==> src/rtl/gpc_axi_register_pkg.sv <==
// Shared constants for the GPC AXI-Lite register block: register offsets,
// CTRL/STATUS bit positions, AXI response codes and the byte-strobe merge helper.
package gpc_axi_register_pkg;

  localparam logic [7:0] OFF_CTRL    = 8'h00;
  localparam logic [7:0] OFF_STATUS  = 8'h08;
  localparam logic [7:0] OFF_TX_KEEP = 8'h10;
  localparam logic [7:0] OFF_TX_LAST = 8'h18;
  localparam logic [7:0] OFF_RX_KEEP = 8'h20;
  localparam logic [7:0] OFF_RX_LAST = 8'h28;
  localparam logic [7:0] OFF_RX_CNT  = 8'h30;
  localparam logic [7:0] OFF_TX_CNT  = 8'h38;
  localparam logic [7:0] OFF_TX_DATA = 8'h40;
  localparam logic [7:0] OFF_RX_DATA = 8'h80;
  localparam logic [7:0] OFF_LAST    = 8'hB8;

  // Word indices: the map decodes on byte address bits [7:3].
  localparam logic [4:0] IDX_CTRL    = OFF_CTRL[7:3];
  localparam logic [4:0] IDX_STATUS  = OFF_STATUS[7:3];
  localparam logic [4:0] IDX_TX_KEEP = OFF_TX_KEEP[7:3];
  localparam logic [4:0] IDX_TX_LAST = OFF_TX_LAST[7:3];
  localparam logic [4:0] IDX_RX_KEEP = OFF_RX_KEEP[7:3];
  localparam logic [4:0] IDX_RX_LAST = OFF_RX_LAST[7:3];
  localparam logic [4:0] IDX_RX_CNT  = OFF_RX_CNT[7:3];
  localparam logic [4:0] IDX_TX_CNT  = OFF_TX_CNT[7:3];
  localparam logic [4:0] IDX_TX_DATA = OFF_TX_DATA[7:3];
  localparam logic [4:0] IDX_RX_DATA = OFF_RX_DATA[7:3];
  localparam logic [4:0] IDX_LAST    = OFF_LAST[7:3];

  localparam int CTRL_RX_EN      = 0;
  localparam int CTRL_TX_START   = 1;
  localparam int CTRL_CNT_CLR    = 2;
  localparam int STATUS_TX_BUSY  = 0;
  localparam int STATUS_RX_VALID = 1;

  localparam logic [1:0] RESP_OKAY   = 2'b00;
  localparam logic [1:0] RESP_SLVERR = 2'b10;

  function automatic logic [63:0] apply_strb(input logic [63:0] old_v,
                                             input logic [63:0] new_v,
                                             input logic [7:0]  strb);
    logic [63:0] res;
    res = old_v;
    for (int b = 0; b < 8; b++) begin
      if (strb[b]) res[8*b +: 8] = new_v[8*b +: 8];
    end
    return res;
  endfunction

endpackage

==> src/rtl/gpc_axi_register_axil_if.sv <==
// AXI-Lite slave handshake: turns AW/W/B and AR/R channels into single-cycle
// wr_en/rd_en strobes with address, data and strobe; read data is registered.
// Handshake rule: a channel beat transfers on a rising edge where valid and
// ready are both high; a write needs AW and W together with no B pending, a
// read needs no R pending, and B/R stay valid until the master's ready.
module gpc_axi_register_axil_if #(
  parameter int AW = 64,
  parameter int DW = 64,
  parameter int SW = DW / 8
) (
  input  logic          clk,
  input  logic          rst,
  input  logic [AW-1:0] s_axil_awaddr_i,
  input  logic          s_axil_awvalid_i,
  output logic          s_axil_awready_o,
  input  logic [DW-1:0] s_axil_wdata_i,
  input  logic [SW-1:0] s_axil_wstrb_i,
  input  logic          s_axil_wvalid_i,
  output logic          s_axil_wready_o,
  output logic [1:0]    s_axil_bresp_o,
  output logic          s_axil_bvalid_o,
  input  logic          s_axil_bready_i,
  input  logic [AW-1:0] s_axil_araddr_i,
  input  logic          s_axil_arvalid_i,
  output logic          s_axil_arready_o,
  output logic [DW-1:0] s_axil_rdata_o,
  output logic [1:0]    s_axil_rresp_o,
  output logic          s_axil_rvalid_o,
  input  logic          s_axil_rready_i,
  output logic          wr_en_o,
  output logic [AW-1:0] wr_addr_o,
  output logic [DW-1:0] wr_data_o,
  output logic [SW-1:0] wr_strb_o,
  input  logic [1:0]    wr_resp_i,
  output logic          rd_en_o,
  output logic [AW-1:0] rd_addr_o,
  input  logic [DW-1:0] rd_data_i,
  input  logic [1:0]    rd_resp_i
);

  logic          bvalid_q, rvalid_q;
  logic [1:0]    bresp_q, rresp_q;
  logic [DW-1:0] rdata_q;

  assign wr_en_o   = s_axil_awvalid_i & s_axil_wvalid_i & ~bvalid_q & ~rst;
  assign rd_en_o   = s_axil_arvalid_i & ~rvalid_q & ~rst;
  assign wr_addr_o = s_axil_awaddr_i;
  assign wr_data_o = s_axil_wdata_i;
  assign wr_strb_o = s_axil_wstrb_i;
  assign rd_addr_o = s_axil_araddr_i;

  always_ff @(posedge clk) begin
    if (rst) begin
      bvalid_q <= 1'b0;
      bresp_q  <= 2'b00;
      rvalid_q <= 1'b0;
      rresp_q  <= 2'b00;
      rdata_q  <= '0;
    end else begin
      if (wr_en_o) begin
        bvalid_q <= 1'b1;
        bresp_q  <= wr_resp_i;
      end else if (s_axil_bready_i) begin
        bvalid_q <= 1'b0;
      end
      if (rd_en_o) begin
        rvalid_q <= 1'b1;
        rdata_q  <= rd_data_i;
        rresp_q  <= rd_resp_i;
      end else if (s_axil_rready_i) begin
        rvalid_q <= 1'b0;
      end
    end
  end

  // Outputs are forced low while reset is held, not only after the edge.
  assign s_axil_awready_o = wr_en_o;
  assign s_axil_wready_o  = wr_en_o;
  assign s_axil_arready_o = rd_en_o;
  assign s_axil_bvalid_o  = bvalid_q & ~rst;
  assign s_axil_bresp_o   = bresp_q & {2{~rst}};
  assign s_axil_rvalid_o  = rvalid_q & ~rst;
  assign s_axil_rresp_o   = rresp_q & {2{~rst}};
  assign s_axil_rdata_o   = rdata_q & {DW{~rst}};

endmodule

==> src/rtl/gpc_axi_register.sv <==
// AXI-Lite register window onto one 512-bit CMAC stream beat in each direction.
// Define GPC_AXI_REGISTER_COUNTERS_EN to build the RX_CNT/TX_CNT beat counters.
module gpc_axi_register
  import gpc_axi_register_pkg::*;
#(
  parameter int AXIL_ADDR_WIDTH = 64,
  parameter int AXIL_DATA_WIDTH = 64,
  parameter int AXIL_STRB_WIDTH = AXIL_DATA_WIDTH / 8,
  parameter int AXIS_DATA_WIDTH = 512,
  parameter int AXIS_KEEP_WIDTH = AXIS_DATA_WIDTH / 8
) (
  input  logic                       clk,
  input  logic                       rst,
  input  logic [AXIL_ADDR_WIDTH-1:0] s_axil_araddr,
  input  logic [2:0]                 s_axil_arprot,
  input  logic                       s_axil_arvalid,
  output logic                       s_axil_arready,
  output logic [AXIL_DATA_WIDTH-1:0] s_axil_rdata,
  output logic                       s_axil_rvalid,
  input  logic                       s_axil_rready,
  output logic [1:0]                 s_axil_rresp,
  input  logic [AXIL_ADDR_WIDTH-1:0] s_axil_awaddr,
  input  logic [2:0]                 s_axil_awprot,
  input  logic                       s_axil_awvalid,
  output logic                       s_axil_awready,
  input  logic [AXIL_DATA_WIDTH-1:0] s_axil_wdata,
  input  logic [AXIL_STRB_WIDTH-1:0] s_axil_wstrb,
  input  logic                       s_axil_wvalid,
  output logic                       s_axil_wready,
  output logic [1:0]                 s_axil_bresp,
  output logic                       s_axil_bvalid,
  input  logic                       s_axil_bready,
  input  logic [AXIS_DATA_WIDTH-1:0] s_axis_tdata,
  input  logic [AXIS_KEEP_WIDTH-1:0] s_axis_tkeep,
  input  logic                       s_axis_tvalid,
  output logic                       s_axis_tready,
  input  logic                       s_axis_tlast,
  output logic [AXIS_DATA_WIDTH-1:0] m_axis_tdata,
  output logic [AXIS_KEEP_WIDTH-1:0] m_axis_tkeep,
  output logic                       m_axis_tvalid,
  input  logic                       m_axis_tready,
  output logic                       m_axis_tlast
);

  logic                       wr_en, rd_en;
  logic [AXIL_ADDR_WIDTH-1:0] wr_addr, rd_addr;
  logic [AXIL_DATA_WIDTH-1:0] wr_data, rd_data;
  logic [AXIL_STRB_WIDTH-1:0] wr_strb;
  logic [1:0]                 wr_resp, rd_resp;

  logic        rx_en_q, tx_busy_q, rx_valid_q, tx_last_q, rx_last_q;
  logic [63:0] tx_keep_q, rx_keep_q, rx_cnt, tx_cnt;
  logic [7:0][63:0] tx_data_q, rx_data_q;

  logic [4:0]  wr_idx, rd_idx;
  logic        wr_hit, ctrl_wr, tx_start, rx_ready, rx_fire, tx_fire;
  logic [63:0] rd_word;
  logic        unused_prot;

  assign unused_prot = ^{s_axil_arprot, s_axil_awprot};

  gpc_axi_register_axil_if #(
    .AW(AXIL_ADDR_WIDTH), .DW(AXIL_DATA_WIDTH), .SW(AXIL_STRB_WIDTH)
  ) u_axil_if (
    .clk, .rst,
    .s_axil_awaddr_i(s_axil_awaddr),   .s_axil_awvalid_i(s_axil_awvalid),
    .s_axil_awready_o(s_axil_awready), .s_axil_wdata_i(s_axil_wdata),
    .s_axil_wstrb_i(s_axil_wstrb),     .s_axil_wvalid_i(s_axil_wvalid),
    .s_axil_wready_o(s_axil_wready),   .s_axil_bresp_o(s_axil_bresp),
    .s_axil_bvalid_o(s_axil_bvalid),   .s_axil_bready_i(s_axil_bready),
    .s_axil_araddr_i(s_axil_araddr),   .s_axil_arvalid_i(s_axil_arvalid),
    .s_axil_arready_o(s_axil_arready), .s_axil_rdata_o(s_axil_rdata),
    .s_axil_rresp_o(s_axil_rresp),     .s_axil_rvalid_o(s_axil_rvalid),
    .s_axil_rready_i(s_axil_rready),
    .wr_en_o(wr_en), .wr_addr_o(wr_addr), .wr_data_o(wr_data), .wr_strb_o(wr_strb),
    .wr_resp_i(wr_resp), .rd_en_o(rd_en), .rd_addr_o(rd_addr),
    .rd_data_i(rd_data), .rd_resp_i(rd_resp)
  );

  // Upper address bits must be zero so e.g. 0x100 does not alias onto CTRL.
  function automatic logic addr_ok(input logic [AXIL_ADDR_WIDTH-1:0] a);
    return (a[AXIL_ADDR_WIDTH-1:8] == '0) && (a[7:3] <= IDX_LAST);
  endfunction

  assign wr_idx   = wr_addr[7:3];
  assign rd_idx   = rd_addr[7:3];
  assign wr_hit   = wr_en & addr_ok(wr_addr);
  assign ctrl_wr  = wr_hit & (wr_idx == IDX_CTRL) & wr_strb[0];
  assign tx_start = ctrl_wr & wr_data[CTRL_TX_START] & ~tx_busy_q;
  assign rx_ready = rx_en_q & ~rx_valid_q;
  assign rx_fire  = rx_ready & s_axis_tvalid;
  assign tx_fire  = tx_busy_q & m_axis_tready;
  assign wr_resp  = addr_ok(wr_addr) ? RESP_OKAY : RESP_SLVERR;

  always_ff @(posedge clk) begin
    if (rst) begin
      rx_en_q    <= 1'b0;
      tx_busy_q  <= 1'b0;
      rx_valid_q <= 1'b0;
      tx_last_q  <= 1'b0;
      rx_last_q  <= 1'b0;
      tx_keep_q  <= '0;
      rx_keep_q  <= '0;
      tx_data_q  <= '0;
      rx_data_q  <= '0;
    end else begin
      if (ctrl_wr) rx_en_q <= wr_data[CTRL_RX_EN];
      if (tx_start)     tx_busy_q <= 1'b1;
      else if (tx_fire) tx_busy_q <= 1'b0;
      // A fresh capture wins over a same-cycle write-1-to-clear.
      if (rx_fire) rx_valid_q <= 1'b1;
      else if (wr_hit && wr_idx == IDX_STATUS && wr_strb[0] && wr_data[STATUS_RX_VALID])
        rx_valid_q <= 1'b0;
      // The outgoing beat is frozen while it is being presented.
      if (wr_hit && !tx_busy_q) begin
        if (wr_idx == IDX_TX_KEEP) tx_keep_q <= apply_strb(tx_keep_q, wr_data, wr_strb);
        if (wr_idx == IDX_TX_LAST && wr_strb[0]) tx_last_q <= wr_data[0];
        if (wr_idx[4:3] == IDX_TX_DATA[4:3])
          tx_data_q[wr_idx[2:0]] <= apply_strb(tx_data_q[wr_idx[2:0]], wr_data, wr_strb);
      end
      if (rx_fire) begin
        rx_data_q <= s_axis_tdata;
        rx_keep_q <= s_axis_tkeep;
        rx_last_q <= s_axis_tlast;
      end
    end
  end

`ifdef GPC_AXI_REGISTER_COUNTERS_EN
  logic        cnt_clr;
  logic [63:0] rx_cnt_q, tx_cnt_q;
  assign cnt_clr = ctrl_wr & wr_data[CTRL_CNT_CLR];
  always_ff @(posedge clk) begin
    if (rst || cnt_clr) begin
      rx_cnt_q <= '0;
      tx_cnt_q <= '0;
    end else begin
      if (rx_fire) rx_cnt_q <= rx_cnt_q + 64'd1;
      if (tx_fire) tx_cnt_q <= tx_cnt_q + 64'd1;
    end
  end
  assign rx_cnt = rx_cnt_q;
  assign tx_cnt = tx_cnt_q;
`else
  assign rx_cnt = '0;
  assign tx_cnt = '0;
`endif

  always_comb begin
    rd_word = '0;
    case (rd_idx)
      IDX_CTRL:    rd_word[CTRL_RX_EN] = rx_en_q;
      IDX_STATUS: begin
        rd_word[STATUS_TX_BUSY]  = tx_busy_q;
        rd_word[STATUS_RX_VALID] = rx_valid_q;
      end
      IDX_TX_KEEP: rd_word = tx_keep_q;
      IDX_TX_LAST: rd_word[0] = tx_last_q;
      IDX_RX_KEEP: rd_word = rx_keep_q;
      IDX_RX_LAST: rd_word[0] = rx_last_q;
      IDX_RX_CNT:  rd_word = rx_cnt;
      IDX_TX_CNT:  rd_word = tx_cnt;
      default: begin
        if (rd_idx[4:3] == IDX_TX_DATA[4:3])      rd_word = tx_data_q[rd_idx[2:0]];
        else if (rd_idx[4:3] == IDX_RX_DATA[4:3]) rd_word = rx_data_q[rd_idx[2:0]];
      end
    endcase
    if (!addr_ok(rd_addr)) rd_word = '0;
  end

  assign rd_data = rd_word;
  assign rd_resp = addr_ok(rd_addr) ? RESP_OKAY : RESP_SLVERR;

  assign s_axis_tready = rx_ready & ~rst;
  assign m_axis_tvalid = tx_busy_q & ~rst;
  assign m_axis_tlast  = tx_last_q & ~rst;
  assign m_axis_tkeep  = tx_keep_q & {AXIS_KEEP_WIDTH{~rst}};
  assign m_axis_tdata  = tx_data_q & {AXIS_DATA_WIDTH{~rst}};

endmodule

==> config.mk <==
export PLATFORM = sky130hd
export DESIGN_NAME = gpc_axi_register
export DESIGN_NICKNAME = d
export VERILOG_FILES = /design/src/rtl/gpc_axi_register_pkg.sv /design/src/rtl/gpc_axi_register_axil_if.sv /design/src/rtl/gpc_axi_register.sv
export SDC_FILE = /design/constraint.sdc
export NUM_CORES = 2
export LEC_CHECK = 0
export ABC_CLOCK_PERIOD_IN_PS = 6200
export CAP_MARGIN = 25
export CORE_AREA = 8 8 560 562
export CTS_CLUSTER_DIAMETER = 40
export DETAILED_ROUTE_END_ITERATION = 8
export DIE_AREA = 0 0 568 570
export PLACE_DENSITY = 0.47
export SLEW_MARGIN = 20
export SYNTH_ARGS = -nofsm -noshare
export SYNTH_HDL_FRONTEND = slang
export SYNTH_SLANG_ARGS = --single-unit
==> constraint.sdc <==
create_clock -name clk -period 6.2 [get_ports clk]
set_input_delay 0.93 -clock clk [delete_from_list [all_inputs] [get_ports clk]]
set_output_delay 0.93 -clock clk [all_outputs]
set_load 0.02 [all_outputs]
# Word level (Yosys, flattened, before mapping)

Cells that the tools add are included.

Multiplexer cells: 57
$lt $le $gt $ge: 5
Eq/ne operators: 13
Bitwise gates (word level): 28
Reduce and logical (&&, ||, !) cells: 30

Operator list:

| cell                                                   | count |
|---|---|
| binary-select mux 64 bit (select 3 bit)                | 3 |
| AND 512 bit                                            | 1 |
| bitwise mux 512 bit                                    | 1 |
| two-way mux 64 bit                                     | 7 |
| two-way mux 8 bit                                      | 32 |
| demux 64 bit (select 3 bit)                            | 1 |
| one-hot mux 62 bit (3 select lines)                    | 1 |
| AND 64 bit                                             | 2 |
| zero test 56 bit                                       | 2 |
| AND reduction 3 bit                                    | 8 |
| == test 5 x 2 -> 1 bit (second input constant)         | 4 |
| == test 5 x 3 -> 1 bit (second input constant)         | 4 |
| AND 1 bit                                              | 18 |
| == test 5 x 1 -> 1 bit (second input constant)         | 2 |
| less-or-equal comparator 5 bit (second input constant) | 2 |
| zero test 5 bit                                        | 2 |
| logical AND 1 bit                                      | 8 |
| < comparator 3 x 4 -> 1 bit (second input constant)    | 2 |
| two-way mux 1 bit                                      | 8 |
| nonzero test 2 bit                                     | 4 |
| one-hot mux 1 bit (7 select lines)                     | 1 |
| OR reduction 6 bit                                     | 1 |
| NOT 1 bit                                              | 5 |
| OR reduction 5 bit                                     | 1 |
| 9 further kinds                                        | 13 |

Input port bits: 792
Word-level logic and storage cells: 168
Bits in registers: 1227

# Longest topological paths before layout

Depth after elaboration: 9
Mapped depth: 9
Mapped depth without buffers: 7

# Hierarchy

From an unflattened synthesis, not the netlist that was laid out.

Cell total of the unflattened synthesis: 7074
Area, all modules: 62245.9 µm²

Modules (own cells, without submodules):

| module                   | sequential area each (µm²) | times used | cells an instance | area each (µm²) |
|---|---|---|---|---|
| gpc_axi_register         | 23162.2                    | 1          | 6490              | 57810.4 |
| gpc_axi_register_axil_if | 1401.3                     | 1          | 584               | 4435.5 |

# Least setup slack after synthesis

OpenSTA, ideal clock, no wires.

Path kind: input -> output
Start: input port rst
End: output port s_axis_tready
Required time: 5270 ps
Buffers on the path: 4
Path slack: 3020 ps
Arrival time: 2250 ps
Stages on the path: 5
Cell sequence: clkbuf_1 clkbuf_1 clkbuf_1 clkbuf_1 nor3b_1

Cells in the longest elaborated chain, start to end: 2

RTL lines:

| element         | line                    | text |
|---|---|---|
| start, declared | gpc_axi_register.sv:13  | `input logic rst,` |
| NOT 1 bit       | gpc_axi_register.sv:174 | `assign s_axis_tready = rx_ready & ~rst;` |
| AND 1 bit       | gpc_axi_register.sv:174 |  |
| end, declared   | gpc_axi_register.sv:36  | `output logic s_axis_tready,` |

Every way passes these cells.

# Final worst setup path

Start: input port rst
End: output port m_axis_tdata[16]

Cells in the longest elaborated chain, start to end: 2

RTL lines:

| element       | line                    | text |
|---|---|---|
| NOT 1 bit     | gpc_axi_register.sv:178 | `assign m_axis_tdata = tx_data_q & {AXIS_DATA_WIDTH{~rst}};` |
| AND 512 bit   | gpc_axi_register.sv:178 |  |
| end, declared | gpc_axi_register.sv:38  | `output logic [AXIS_DATA_WIDTH-1:0] m_axis_tdata,` |

Every way passes these cells.

==> impl_metrics.tcl <==
set metrics [dict create \
    hold_buffers 0 \
    finalSetupTns_ns 0 \
    finalNetCount 8621 \
    grt_overflow 0 \
    grt_setup_unrepaired "false" \
    cellLeakagePower_nw 29.3 \
    wirelength_mm 398 \
    via_per_inst 4.95 \
    muxShareOfSynthArea 0.161 \
    start_util 0.191 \
    hpwl_mm 298 \
    synthArstFlopShare 0 \
    crit_chain "buf_8 -> buf_4 -> buf_12 -> nor2b_1 -> clkdlybuf4s50_1" \
    arrival_ns 3.61 \
    rows 203 \
    hold_viol 0 \
    crit_buf_inv 4 \
    power_frac_comb 0.061 \
    ir_drop_v 0.000185 \
    fin_crit_sh 0.732 \
    internal_power_mw 19.0 \
    synth-simple-area-share 0.181 \
    synth_top_family_by_area "compound AO/OA/AOI/OAI gates" \
    layout-drive-gt1-share 0.130 \
    io_buffers 1429 \
    period_minus_slack_ns 4.54 \
    finalPower_mw 25.3 \
    finClkSkew_ns 0.0566 \
    synthFlopType "dfxtp_1" \
    root_buffer "clkbuf_16" \
    place_inst 11500 \
    powerDensity_mw_per_mm2 292 \
    setup_viol 0 \
    switching_share 0.250 \
    ctsResizeCount 0 \
    synthAdderAreaFrac 0 \
    endpoint_kind "output port" \
    clkTransAtPathRegs_ns 0.04 \
    cts_buffers 289 \
    crit_family "buffers and inverters" \
    drtPass1Iterations 8 \
    wl_per_cell_um 32.9 \
    p_switching_mw 6.32 \
    antenna_found_initial 137 \
    slew_viol_final 0 \
    yosysWarnings 0 \
    io_pins 1444 \
    die_h_um 570 \
    syn_avg_cell_area_um2 8.75 \
    fp.coreArea_mm2 0.305 \
    die_area_mm2 0.324 \
    htreeDepth 5 \
    min_from "rx_data_q[483]" \
    critical_path.max_fanout 167 \
    die_w_um 568 \
    worst_skew_pair.late_latency_ns 0.88 \
    worstSetupStartpointType "input pin" \
    ys_seq_area_frac 0.422 \
    max-cap-violations 0 \
    startpoint "rst" \
    n_fill_cell 32200 \
    grt.total_usage 0.233 \
    r2r_start "tx_busy_q" \
    synth_area_mm2 0.0581 \
    crit_required_ns 5.27 \
    finalNonFillerCells 12100 \
    max_slew.worst_pin.slew_ns 1.10 \
    critical-path-max-stage-delay_ns 0.65 \
    post-cts-setup-buffers 0 \
    status "finished, final reports clean" \
    drt-initial-drc-count 6212 \
    num_vias 60000 \
    clock_path_buffers 4 \
    drc 0 \
    drtAntennaViolNets 0 \
    syn2layout_area_growth_pct 49.1 \
    holdCritPathClass "reg -> reg" \
    routabilityCongestion 0.896 \
    synth_edf_count 0 \
    synthCells 6638 \
    synth_cell_types 43 \
    cts_tree "built" \
    crit_slowest_cell "clkdlybuf4s50_1" \
    synth-xor-area-share 0 \
    grt_pass1_vias 59900 \
    worstSetupPathType "in -> out" \
    grt_pass1_wl_mm 531 \
    relSlewSlack 0.267 \
    synth-compound-area-share 0.187 \
    synth-seq-cells 1225 \
    clock_sinks 1225 \
    p_seq_frac 0.312 \
    grt_max_degree 190 \
    max_freq_mhz 220 \
    p_clk_frac 0.626 \
]
==> through the flow <==
stage | setup WS (ns) | util | instance area [um2] | hold WS (ns)
5_1_grt | 1.66 | 0.284 | 86500 | 0.464
3_3_place_gp | 1.44 | 0.251 | 76300 | 0.441
2_1_floorplan | 3.02 | - | 58100 | 0.433
6_report | 1.66 | 0.284 | 86600 | 0.451
4_1_cts | 1.71 | 0.284 | 86400 | 0.446
3_5_place_dp | 1.46 | 0.251 | 76300 | 0.444
==> worst paths after layout <==
check             cells past startpoint  slack, ns               end
setup / recovery                      5       1.66  m_axis_tdata[16]
hold / removal                        2       0.45    rx_data_q[483]
setup reg to reg                      5       2.87    tx_data_q[236]
hold reg to reg                       2       0.45    rx_data_q[483]
==> area by class of cell <==
class	count	area (um2)	area share
Antenna cell	52	130	0.00150
Clock buffer	367	7970	0.0920
Clock inverter	155	2120	0.0245
Inverter	68	255	0.00295
Multi-Input combinational cell	4696	31000	0.358
Sequential cell	1225	24500	0.283
Tap cell	3997	5000	0.0578
Timing Repair Buffer	1549	15600	0.180
==> power by group through the flow <==
| stage | clock (mW) | combinational, mW | sequential (mW) |
|---|---|---|---|
| 2_1_floorplan | 0 | 0.542 | 8.05 |
| 3_3_place_gp | 0 | 1.58 | 8.05 |
| 3_5_place_dp | 0 | 1.58 | 8.05 |
| 4_1_cts | 16.1 | 1.59 | 7.90 |
| 5_1_grt | 16.5 | 1.62 | 7.89 |
| 6_report | 15.8 | 1.55 | 7.90 |
==> cell usage in the layout (no fill, tap or decap), drive strengths merged, types with 3 or more instances in the layout <==
cell	instances
a21oi	645
a221o	62
a22oi	63
buf	129
bufinv	30
clkbuf	368
clkdlybuf4s50	1419
clkinv	74
clkinvlp	25
dfxtp	1225
diode	52
inv	94
mux2	5
mux2i	65
mux4	384
nand2	1416
nand2b	13
nand3	7
nand3b	3
nand4	70
nand4b	7
nor2	12
nor2b	652
nor3b	4
nor4	29
o21ai	1088
o221ai	64
o31ai	62
or2	25
==> synth_stat cells, types with 8 or more instances <==
cell type	number	area, um2
clkbuf_1	498	1870
or2_1	11	68.8
mux4_2	384	8650
or2_2	8	50.1
a22oi_1	63	473
mux2i_1	65	651
o21ai_1	450	2250
o221ai_1	64	561
inv_1	68	255
buf_2	69	345
o21ai_0	638	3190
a21oi_1	645	3230
nand4_1	70	438
a221o_1	62	621
nand2_1	1416	5320
o31ai_1	62	465
nor2b_1	652	4080
dfxtp_1	1225	24500
nor2_1	12	45.0
nor4_1	29	181
nand2b_1	13	81.3
buf_1	80	300
==> per-layer routing <==
layer,part of all wire,global-route usage
met3,0.087,0.0674
met1,0.38,0.271
met5,0.0010,0
met4,0.053,0.109
met2,0.48,0.395
==> sequential cells by signal, summed over array words and instances (netlist names) <==
| register | count |
|---|---|
| u_axil_if.bvalid_q | 1 |
| tx_last_q | 1 |
| u_axil_if.rresp_q | 1 |
| rx_data_q | 512 |
| u_axil_if.rvalid_q | 1 |
| tx_busy_q | 1 |
| rx_last_q | 1 |
| rx_valid_q | 1 |
| tx_keep_q | 64 |
| rx_keep_q | 64 |
| u_axil_if.rdata_q | 64 |
| u_axil_if.bresp_q | 1 |
| rx_en_q | 1 |
| tx_data_q | 512 |
==> logic make-up after synthesis <==
family	Yosys count
AOI/OAI and AO/OA	1994
buffers and inverters	718
DFF	1225
muxes	454
other	1
and+or+nand+nor	2246
==> tightest hold or removal path, delay by kind of cell, from the launching register on <==
family           cells  cell delay [ns]
flip-flops           1             0.30
AND/OR/NAND/NOR      1             0.05
AO/OA/AOI/OAI        1             0.05
(Power assumes the default switching activity.)
